File: config.mk
export PLATFORM = sky130hd
export DESIGN_NAME = imp_queue
export DESIGN_NICKNAME = d
export VERILOG_FILES = /design/src/rtl/imp_queue.sv
export SDC_FILE = /design/constraint.sdc
export NUM_CORES = 1
export LEC_CHECK = 0
export CAP_MARGIN = 0
export CORE_MARGIN = 2
export CORE_UTILIZATION = 54
export CTS_CLUSTER_DIAMETER = 40
export DETAILED_ROUTE_END_ITERATION = 8
export PLACE_DENSITY_LB_ADDON = 0.08
export REMOVE_ABC_BUFFERS = 1
export SLEW_MARGIN = 25
export SYNTH_ARGS = -nofsm -noshare
export SYNTH_HDL_FRONTEND = slang
export SYNTH_SLANG_ARGS = --single-unit
export TNS_END_PERCENT = 100
File: constraint.sdc
create_clock -name clk -period 4.5 [get_ports clk]
set_clock_uncertainty 0.05 [all_clocks]
set_input_delay 0.675 -clock clk [delete_from_list [all_inputs] [get_ports clk]]
set_output_delay 0.675 -clock clk [all_outputs]
set_load 0.01 [all_outputs]
File: src/rtl/imp_queue.sv
// Implication queue: dedups implied literals against an assignment table, flags conflicts, buffers new literals in a FIFO.
// Latency: a literal pushed at edge N is presented on out_* after edge N; head is shown combinationally.
// Backpressure: imp_ready drops when the FIFO is full, in conflict, or clearing; out_* holds while out_ready is low.
//
// Ports:
//   clk, rst            - clock, synchronous active-high reset
//   initial_sign        - synchronous clear while clause initialisation runs
//   imp_valid/imp_var/imp_val/imp_ready - implied literal input handshake
//   out_valid/out_var/out_val/out_ready - propagation-side handshake (FIFO head)
//   conflict, conflict_var              - sticky conflict flag and offending variable
//   count                               - FIFO occupancy
//   assign_mask, assign_val             - per-variable assigned flag and value
module imp_queue #(
  parameter int VAR_W = 3,
  parameter int DEPTH = 8
) (
  input  logic                     clk,
  input  logic                     rst,
  input  logic                     initial_sign,
  input  logic                     imp_valid,
  input  logic [VAR_W-1:0]         imp_var,
  input  logic                     imp_val,
  output logic                     imp_ready,
  output logic                     out_valid,
  output logic [VAR_W-1:0]         out_var,
  output logic                     out_val,
  input  logic                     out_ready,
  output logic                     conflict,
  output logic [VAR_W-1:0]         conflict_var,
  output logic [$clog2(DEPTH):0]   count,
  output logic [2**VAR_W-1:0]      assign_mask,
  output logic [2**VAR_W-1:0]      assign_val
);

  localparam int PTR_W = $clog2(DEPTH);
  localparam int CNT_W = PTR_W + 1;
  localparam logic [CNT_W-1:0] FULL_CNT = CNT_W'(DEPTH);

  // Each FIFO entry is {variable, value}.
  logic [VAR_W:0]   mem [DEPTH];
  logic [PTR_W-1:0] rd_ptr;
  logic [PTR_W-1:0] wr_ptr;

  logic full;
  logic push;
  logic pop;
  logic hit;
  logic same;
  logic enq;
  logic clash;
  logic clear;

  always_comb begin
    full      = (count == FULL_CNT);
    clear     = rst || initial_sign;
    // Deliberately ignores a same-cycle pop: a full queue never accepts.
    imp_ready = !full && !conflict && !initial_sign && !rst;
    push      = imp_valid && imp_ready;

    // Classification uses the table as it stands before the edge.
    hit   = assign_mask[imp_var];
    same  = (assign_val[imp_var] == imp_val);
    enq   = push && !hit;
    clash = push && hit && !same;

    out_valid = (count != '0) && !conflict;
    pop       = out_valid && out_ready;

    {out_var, out_val} = mem[rd_ptr];
  end

  // Storage carries no reset; validity is tracked entirely by count.
  always_ff @(posedge clk) begin
    if (enq) begin
      mem[wr_ptr] <= {imp_var, imp_val};
    end
  end

  always_ff @(posedge clk) begin
    if (clear) begin
      rd_ptr       <= '0;
      wr_ptr       <= '0;
      count        <= '0;
      assign_mask  <= '0;
      assign_val   <= '0;
      conflict     <= 1'b0;
      conflict_var <= '0;
    end else if (clash) begin
      // Flush the queue but keep the assignment table for debug.
      conflict     <= 1'b1;
      conflict_var <= imp_var;
      count        <= '0;
      rd_ptr       <= wr_ptr;
    end else begin
      if (enq) begin
        assign_mask[imp_var] <= 1'b1;
        assign_val[imp_var]  <= imp_val;
        wr_ptr               <= wr_ptr + 1'b1;
      end
      if (pop) begin
        rd_ptr <= rd_ptr + 1'b1;
      end
      case ({enq, pop})
        2'b10:   count <= count + 1'b1;
        2'b01:   count <= count - 1'b1;
        default: count <= count;
      endcase
    end
  end

endmodule

# [Yosys cells after proc, flatten, opt, wreduce, memory -nomap -nowiden]
# Memory sizes are Yosys's and may differ from the RTL's. A register that Yosys moved wholly into a read port is not among the register bits.
# Index checks and enable logic that the tools add are counted.
[classes] addsub=4 n_lt_le_gt_ge=2 eq_ne=4 n_mux=14 bitwise_logic=2 n_reduce_logical=22
[op_table] cell="3-bit 2-to-1 mux" count=4
[op_table] cell="1-bit logical AND" count=10
[op_table] cell="8-bit bitwise mux" count=1
[op_table] cell="8-bit bitwise OR" count=1
[op_table] cell="4-bit case mux with 2 select lines" count=1
[op_table] cell="3-bit by 1-bit adder with 3-bit output, second input constant" count=2
[op_table] cell="1-bit binary-select mux with 3-bit select" count=2
[op_table] cell="1-bit logical NOT" count=6
[op_table] cell="1-bit 2-to-1 mux" count=5
[op_table] cell="4-bit by 1-bit adder with 4-bit output, second input constant" count=1
[op_table] cell="4-bit == test, second input constant" count=1
[op_table] cell="3-bit by 4-bit less-than comparator with 1-bit output, second input constant" count=1
[op_table] cell="2-bit nonzero test" count=2
[op_table] cell="4-bit nonzero test" count=1
[op_table] cell="4-bit by 1-bit subtractor with 4-bit output, second input constant" count=1
[op_table] cell="1-bit demux with 3-bit select" count=1
[op_table] cell="3-bit by 1-bit >= comparator with 1-bit output, second input constant" count=1
[op_table] cell="2-bit by 1-bit == test with 1-bit output, second input constant" count=1
[op_table] cell="2-bit == test, second input constant" count=1
[op_table] cell="2-bit AND reduction" count=1
[op_table] cell="2-bit OR reduction" count=1
[op_table] cell="1-bit == test" count=1
[op_table] cell="1-bit logical OR" count=1
[op_table] cell="1-bit inverter" count=1
[word_totals] ff_bits=30 mem_bits_rw=32 word_cells=56 mem_count=1
[mem_list] memory="mem" words=8 word_bits=4 read_ports=1 rd_clocked_by_memory_dff=1 write_ports=1 line_no="40" text="logic [VAR_W:0] mem [DEPTH];"

# [Depth between registers and ports, before layout]
# Gate-level depths: netlist (run 1).
[depth] word_depth=11 ltp_mapped=14

# [Worst setup path after synthesis (run 1)]
# Ideal clock, no wire load.
[synth_timing] path_type="input -> register" start="in imp_var[0]" end="reg count[3]" setup_time_ns=0.086 t_arrival_ns=3.330 t_required_ns=4.364 setup_slack_ns=1.034 stages=14 n_path_buf=3 path_cell_list="buf_6 > mux4_2 > mux2i_2 > and3_1 > buf_6 > inv_4 > buf_12 > ha_1 > ha_1 > a21o_1 > a21oi_1 > xnor2_1 > or3_1 > a211oi_1"
[synth_via] elab_chain_len=6
[synth_rtl] item="start: declaration" line_no="21" text="input logic [VAR_W-1:0] imp_var,"
[synth_rtl] item="1-bit binary-select mux with 3-bit select, on equally long branches" line_no="61, 62"
[synth_rtl] item="1-bit 2-to-1 mux, on equally long branches" line_no="61, 62"
[synth_rtl] item="1-bit logical NOT or 1-bit == test (tied branches)" line_no="63, 62"
[synth_rtl] item="1-bit logical AND or 1-bit logical NOT (tied branches)" line_no="63, 64"
[synth_rtl] item="2-bit by 1-bit == test with 1-bit output (tied with other cells)" line_no="103" text="case ({enq, pop})"
[synth_rtl] item="4-bit case mux with 2 select lines (tied with other cells)" line_no="103"
[synth_rtl] item="end signal: assignment" line_no="104" text="2'b10: count <= count + 1'b1;"
[synth_rtl] item="end signal: assignment" line_no="105" text="2'b01: count <= count - 1'b1;"
[synth_rtl] item="end signal: assignment" line_no="106" text="default: count <= count;"
[synth_rtl] item="end: declaration" line_no="30" text="output logic [$clog2(DEPTH):0] count,"
# Parallel ways exist; a longest one is shown, timed or not. The select of a mux whose other input is x is not followed.
# A chain may end at the register's enable or synchronous reset.

# [Worst setup path in the final report (run 1)]
# Same ends and word-level chain as after synthesis.

==> results of run 1 <==
## critical path: stages
cell	delay, ns
clkdlybuf4s50_1	0.58
mux4_2	0.54
mux2i_2	0.20
and3_1	0.25
inv_4	0.11
ha_1	0.26
ha_1	0.29
a21o_1	0.18
a21oi_1	0.16
xnor2_1	0.09
or3_1	0.30
a211oi_1	0.23
## flip-flops by register name (all words and copies together) (netlist names), named ones only
register and count:
assign_val 8, rd_ptr 3, count 4, mem 32
assign_mask 8, wr_ptr 3, conflict_var 3, conflict 1
## report_power, final
| part | internal [mW] | total (mW) | switching [mW] |
|---|---|---|---|
| clock | 0.253 | 0.470 | 0.217 |
| sequential | 0.622 | 0.625 | 0.00255 |
| combinational | 0.0266 | 0.0595 | 0.0329 |
| total | 0.902 | 1.15 | 0.252 |
## per-layer routing
metal,GRT usage,routed length [um],up-vias
met5,0,0,-
met4,0.109,39,0
met3,0.0341,245,4
met2,0.340,2720,45
met1,0.274,2540,866
li1,-,-,881
## area by class of cell
class                           count  area share
Multi-Input combinational cell    127       0.316
Timing Repair Buffer               47       0.128
Sequential cell                    65       0.464
Inverter                           12      0.0136
Clock inverter                      6      0.0172
Clock buffer                       10      0.0365
Tap cell                           70      0.0250
## kinds of logic after synthesis
family | after synthesis | synth area share
compound gates | 22 | 0.0480
xor+xnor | 6 | 0.0183
fa+ha+maj | 6 | 0.0288
buf+inv | 26 | 0.0480
flops | 65 | 0.566
mux | 34 | 0.167
simple gates | 59 | 0.124
## layout by cell type (no fill, tap or decap), drive strengths merged, types with 2 or more instances in the layout
master	instances
or2	2
o21a	5
a21oi	9
nor4b	3
ha	5
clkinv	3
clkbuf	10
nor3	11
nor4	2
nand2	18
inv	12
o22ai	2
dfxtp	33
buf	9
clkinvlp	2
nand2b	2
edfxtp	32
xor2	2
o21ai	3
a211oi	2
or3	2
nand4b	2
nor3b	3
mux2i	17
xnor2	4
mux4	10
mux2	7
nor2	10
clkdlybuf4s50	38
## worst max path at each step
stage	from	end	slack, ns	cells past startpoint
after detailed placement	imp_var[0]	count[3]	0.47	12
after floorplan	initial_sign	count[3]	1.05	11
after global placement	imp_var[0]	count[3]	0.60	12
after CTS	imp_var[0]	count[3]	0.81	12
final	imp_var[0]	count[3]	0.83	12
after global routing	imp_var[0]	count[3]	0.70	12
## stage by stage
| step | power, mW | instances |
|---|---|---|
| after floorplan | 0.664 | 204 |
| after global placement | 0.697 | 321 |
| after detailed placement | 0.698 | 321 |
| after CTS | 1.17 | 337 |
| after global routing | 1.20 | 337 |
| final | 1.15 | 337 |
==> out/results.ini, run 1 <==
[worst_setup_path]
rrSetupSlack_ns = 1.47
endpoint_kind = register
crit_type = in2reg
cp_max_fo = 12
reg2reg_depth = 11
r2r_end = count[3]
arrival_ns = 3.87
r2r-start = assign_mask[1]
required_ns = 4.70
start_kind = input port

[timing]
finalCriticalPeriod_ns = 3.67
maxSlewHeadroom = 0.541
whs_ns = 0.412
rsz0062_at_grt = no
finalCritPeriodShare = 0.816
setup_viol = 0
drv_slew = 0
worst_pin_slew_ns = 0.684
hold_viol_final = 0
setup_tns_ns = 0
layout_setup_ws_ns = 0.826
timing.fmax_ghz = 0.272

[cells_and_area]
final_core_util = 0.685
syn2layout_area_growth_pct = 22.1
multi_input_area_sq_um = 1110
design_area_sq_um = 3500
seq_area_sq_um = 1620
fill_cells = 396
diodes = 0
drive_above_1_share = 0.191
fin_nets = 277

[logic_synthesis]
synth_area_per_cell_sq_um = 13.1
synth-edff-count = 32
synth.most_common_cell = dfxtp_1
synth_common_cells = dfxtp_1, edfxtp_1, nand2_1
ys_seq_elements = 65
synth_cells = 218
synth_flop_cell = dfxtp_1
yosysWarningCount = 0
netlist_area_sq_um = 2870
yosysUniqueCellTypes = 43
seq_area_frac_synth = 0.566
async_reset_ff_frac = 0
synth_top_area_cell = edfxtp_1
yosysTopAreaCellShare = 0.335
ys_top_cells_by_area = edfxtp_1, dfxtp_1, mux4_2

[clock_tree]
clock-sinks = 65
worstSkewPairLatency_ns = 0.33
post_cts_resized = 0
root_buffer = clkbuf_8
cts_tree = yes
clkTransAtPathRegs_ns = 0.07
cts_buffer_depth = 2
ctsHoldBuffers = 0
cts_setup_buffers = 0
htreeDepth = 3
numCtsBuffers = 9

[placement]
placedInstanceArea_sq_um = 3310
io_buffers = 38
place_ws_ns = 0.470
dp_hpwl_mm = 3.86
gp_congestion = 0.773

[route]
drtIter0Drc = 96
ant_nets = 0
wirelength_mm = 5.55
drtPass1Iterations = 4
wl_per_cell_um = 16.5
vias_per_cell = 5.33
drcViolationCount = 0
dr_total_vias = 1796

[worst_hold_path]
hp-start = conflict_var[1]
holdPathEnd = conflict_var[1]
hp-class = reg2reg
hold_depth = 2

[floorplan]
start_util = 0.561
row_count = 26
dieWidth_um = 76.8
num_io_pins = 39
core_region_area_sq_um = 5110
fp.dieH_um = 76.8
die_area_sq_um = 5900

[run]
drv_cap = 0

[power]
power_leakage_nw = 1.19
peakVddDrop_mv = 0.198
power.density_nw_per_um2 = 330

[grt]
grt_pass1_wl_mm = 9.39
grt_util_all_layers = 0.210
antenna_found_initial = 0
grt_overflow = 0
grt_pass1_vias = 1899
grt_max_degree = 18

[run_status]
status = completed

No activity file was read; power rests on OpenSTA's default activity.
==> run 2, diff against run 1 <==
==> constraint.sdc (replaced) <==
create_clock -name clk -period 3.6 [get_ports clk]
set_clock_uncertainty 0.05 [all_clocks]
set_input_delay 0.54 -clock clk [delete_from_list [all_inputs] [get_ports clk]]
set_output_delay 0.54 -clock clk [all_outputs]
set_load 0.01 [all_outputs]
==> out/results.ini, run 2 (synthesis gave the netlist of run 1 again) <==
[run_status]
status = completed

[floorplan]
core_region_area_sq_um = 5110
row_count = 26
start_util = 0.561
dieWidth_um = 76.8
die_area_sq_um = 5900
fp.dieH_um = 76.8
num_io_pins = 39

[placement]
gp_congestion = 0.797
dp_cells = 333
placedInstanceArea_sq_um = 3400
place_ws_ns = -0.129
dp_hpwl_mm = 4.13
io_buffers = 38

[cells_and_area]
diodes = 0
final_common_cell = clkdlybuf4s50_1
finalNonFillerCells = 349
fin_nets = 289
design_area_sq_um = 3650
drive_above_1_share = 0.229
largest_reg_flops = 32
top_regs = mem (32), assign_mask (8), assign_val (8)
final_core_util = 0.715
final_cell_mix = clkdlybuf4s50_1, dfxtp_1, edfxtp_1
syn2layout_area_growth_pct = 27.5
largest_register = mem

[route]
drtIter0Drc = 101
vias_per_cell = 5.36
drcViolationCount = 0
wl_per_cell_um = 16.6
drtPass1Iterations = 4
dr_total_vias = 1869
ant_nets = 0
wirelength_mm = 5.79

[clock_tree]
clock-sinks = 65
root_buffer = clkbuf_8
htreeDepth = 3
clkTransAtPathRegs_ns = 0.06
worstSkewPairLatency_ns = 0.34
numCtsBuffers = 9
cts_setup_buffers = 0
post_cts_resized = 0
cts_tree = yes
ctsHoldBuffers = 0
cts_buffer_depth = 2

[worst_setup_path]
critPathMostFrequentCell = ha_1
critPathMaxStageDelay_ns = 0.58
cp_max_fo = 4
endpoint_kind = register
arrival_ns = 3.57
reg2reg_depth = 11
path_buf_inv = 2
cp_slowest_cell = clkdlybuf4s50_1
required_ns = 3.80
rrSetupSlack_ns = 0.74
crit_chain = clkdlybuf4s50_1, mux4_2, mux2i_2, and3_1, inv_4, ha_1, ha_1, a21o_1, a21oi_1, xnor2_1, or3_1, a211oi_1
r2r-start = assign_mask[7]
r2r_end = count[3]
crit_type = in2reg
cp_top_family = multiplexers
start_kind = input port

[worst_hold_path]
holdPathEnd = conflict_var[1]
hold_depth = 2
hp-start = conflict_var[1]
hp-class = reg2reg

[timing]
whs_ns = 0.413
hold_viol_final = 0
rsz0062_at_grt = no
drv_slew = 0
layout_setup_ws_ns = 0.232
timing.fmax_ghz = 0.297
maxSlewHeadroom = 0.639
worst_pin_slew_ns = 0.540
setup_viol = 0
finalCritPeriodShare = 0.936
finalCriticalPeriod_ns = 3.37

[run]
drv_cap = 0

[power]
power.density_nw_per_um2 = 444
peakVddDrop_mv = 0.246
power_leakage_nw = 1.28

[grt]
grt_util_all_layers = 0.216
grt_pass1_vias = 1885
grt_overflow = 0
grt_max_degree = 17
antenna_found_initial = 0
grt_pass1_wl_mm = 9.67

[run 2: worst min-delay path: cells and delay by family, from the launching register on]
| kind | cells | cell delay (ns) |
|---|---|---|
| DFF | 1 | 0.31 |
| muxes | 1 | 0.05 |
| and+or+nand+nor | 1 | 0.05 |
[run 2: area by class of cell]
class                   count  area, sq um
well taps                  70         87.6
repair buffers             59          538
fillers                   374         1450
clock inverters             6          115
flip-flops and latches     65         1620
clock buffers              10          138
inverters                  12         47.5
multi-input cells         127         1110
[run 2: power by group]
part | switching [mW] | internal [mW]
logic | 0.0434 | 0.0368
clock network | 0.279 | 0.481
registers | 0.00316 | 0.778
[run 2: per-stage QoR]
step / power (mW) / TNS, ns
after floorplan: 0.830 / 0
final: 1.62 / 0
after global routing: 1.68 / 0
after CTS: 1.63 / 0
after detailed placement: 0.878 / -0.129
after global placement: 0.876 / -0.0455
[run 2: per-layer routing]
layer	vias up	track usage	routed length [um]
li1	910	-	-
met1	905	0.289	2610
met2	45	0.346	2830
met3	9	0.0388	257
met4	0	0.0927	92
met5	-	0	0
[run 2: worst max-delay path by stage]
stage            startpoint       end  cells past startpoint
6_report         imp_var[0]  count[3]                     12
5_1_grt          imp_var[0]  count[3]                     12
4_1_cts          imp_var[0]  count[3]                     12
3_5_place_dp     imp_var[0]  count[3]                     12
3_3_place_gp     imp_var[0]  count[3]                     12
2_1_floorplan  initial_sign  count[3]                     11
==> run 3, diff against run 2 <==
--- a/config.mk
+++ b/config.mk
@@ -8,6 +8,7 @@
 export CAP_MARGIN = 0
 export CORE_MARGIN = 2
 export CORE_UTILIZATION = 54
+export CTS_BUF_LIST = sky130_fd_sc_hd__clkbuf_16
 export CTS_CLUSTER_DIAMETER = 40
 export DETAILED_ROUTE_END_ITERATION = 8
 export PLACE_DENSITY_LB_ADDON = 0.08
==> out/results.ini, run 3 (synthesis gave the netlist of run 1 again) <==
[worst_setup_path]
start_kind = input port
arrival_ns = 3.56
required_ns = 3.79
crit_type = in2reg
cp_slowest_cell = clkdlybuf4s50_1
critPathMostFrequentCell = ha_1
cp_max_fo = 4
crit_chain = clkdlybuf4s50_1, mux4_2, mux2i_2, and3_1, inv_4, ha_1, ha_1, a21o_1, a21oi_1, xnor2_1, or3_1, a211oi_1
critPathMaxStageDelay_ns = 0.57
endpoint_kind = register

[cells_and_area]
final_core_util = 0.733
syn2layout_area_growth_pct = 30.7
largest_register = mem
diodes = 0
design_area_sq_um = 3740
final_cell_mix = clkdlybuf4s50_1, dfxtp_1, edfxtp_1
drive_above_1_share = 0.226
top_regs = mem (32), assign_mask (8), assign_val (8)
largest_reg_flops = 32
final_common_cell = clkdlybuf4s50_1
fin_nets = 289
finalNonFillerCells = 349

[placement]
gp_congestion = 0.797
dp_hpwl_mm = 4.13
place_ws_ns = -0.129
placedInstanceArea_sq_um = 3400
io_buffers = 38
dp_cells = 333

[run_status]
status = completed

[timing]
worst_pin_slew_ns = 0.539
maxSlewHeadroom = 0.640
drv_slew = 0
layout_setup_ws_ns = 0.234
setup_viol = 0
timing.fmax_ghz = 0.297
finalCriticalPeriod_ns = 3.37
whs_ns = 0.411
hold_viol_final = 0
setup_tns_ns = 0
finalCritPeriodShare = 0.935
rsz0062_at_grt = no

[route]
wirelength_mm = 6.02
drtIter0Drc = 94
wl_per_cell_um = 17.2
ant_nets = 0
drtPass1Iterations = 4
vias_per_cell = 5.41
drcViolationCount = 0
dr_total_vias = 1889

[clock_tree]
clkTransAtPathRegs_ns = 0.05
htreeDepth = 3
numCtsBuffers = 9
root_buffer = clkbuf_16
worstSkewPairLatency_ns = 0.33
ctsHoldBuffers = 0
cts_buffer_depth = 2
post_cts_resized = 0
cts_setup_buffers = 0
clock-sinks = 65
cts_tree = yes

[run]
drv_cap = 0

[grt]
grt_pass1_vias = 1949
grt.busiest_layer = met2
grt_max_degree = 17
met2_usage = 0.373
antenna_found_initial = 0
grt_overflow = 0
grt_pass1_wl_mm = 9.81
grt_util_all_layers = 0.221
met3_usage = 0.0529
met1_usage = 0.279

[floorplan]
fp.dieH_um = 76.8
core_region_area_sq_um = 5110
row_count = 26
die_area_sq_um = 5900
start_util = 0.561
num_io_pins = 39
dieWidth_um = 76.8

[power]
power_leakage_nw = 1.33
power_mw = 1.84
power.density_nw_per_um2 = 492
peakVddDrop_mv = 0.278

[worst_hold_path]
hp-class = reg2reg

## run 3: cell count changes in the layout (fill, tap and decap cells not counted)
cell	before	now
clkbuf_16	0	9
clkbuf_8	10	0
clkinv_1	0	1
## run 3: metal layers
layer	vias to the layer above	share of wire
li1	911	-
met1	931	0.46
met2	37	0.50
met3	10	0.032
met4	0	0.016
met5	-	0
## run 3: where the power goes
part | switching [mW] | internal (mW) | leakage, nW | total (mW)
Sequential | 0.00319 | 0.779 | 0.554 | 0.782
Clock | 0.306 | 0.675 | 0.163 | 0.981
Combinational | 0.0440 | 0.0368 | 0.608 | 0.0808
## run 3: final timing paths
check,depth (start not counted),startpoint,to,slack [ns]
max,12,imp_var[0],count[3],0.23
min reg2reg,2,conflict_var[1],conflict_var[1],0.41
min,2,conflict_var[1],conflict_var[1],0.41
max reg2reg,11,assign_mask[7],count[3],0.75
## run 3: area by class of cell
type / count / area [sq um]
clock buffer: 9 / 225
clock inverter: 7 / 119
fill: 359 / 1360
inverter: 12 / 47.5
multi-input combinational: 127 / 1110
sequential: 65 / 1620
tap: 70 / 87.6
timing repair buffer: 59 / 538
## run 3: critical path, delay by kind of cell
family                   cells  cell delay [ns]
AO/OA/AOI/OAI                3             0.55
buffers and inverters        2             0.61
adder cells (fa/ha/maj)      2             0.48
XOR/XNOR                     1             0.09
multiplexers                 2             0.72
AND/OR/NAND/NOR              2             0.55
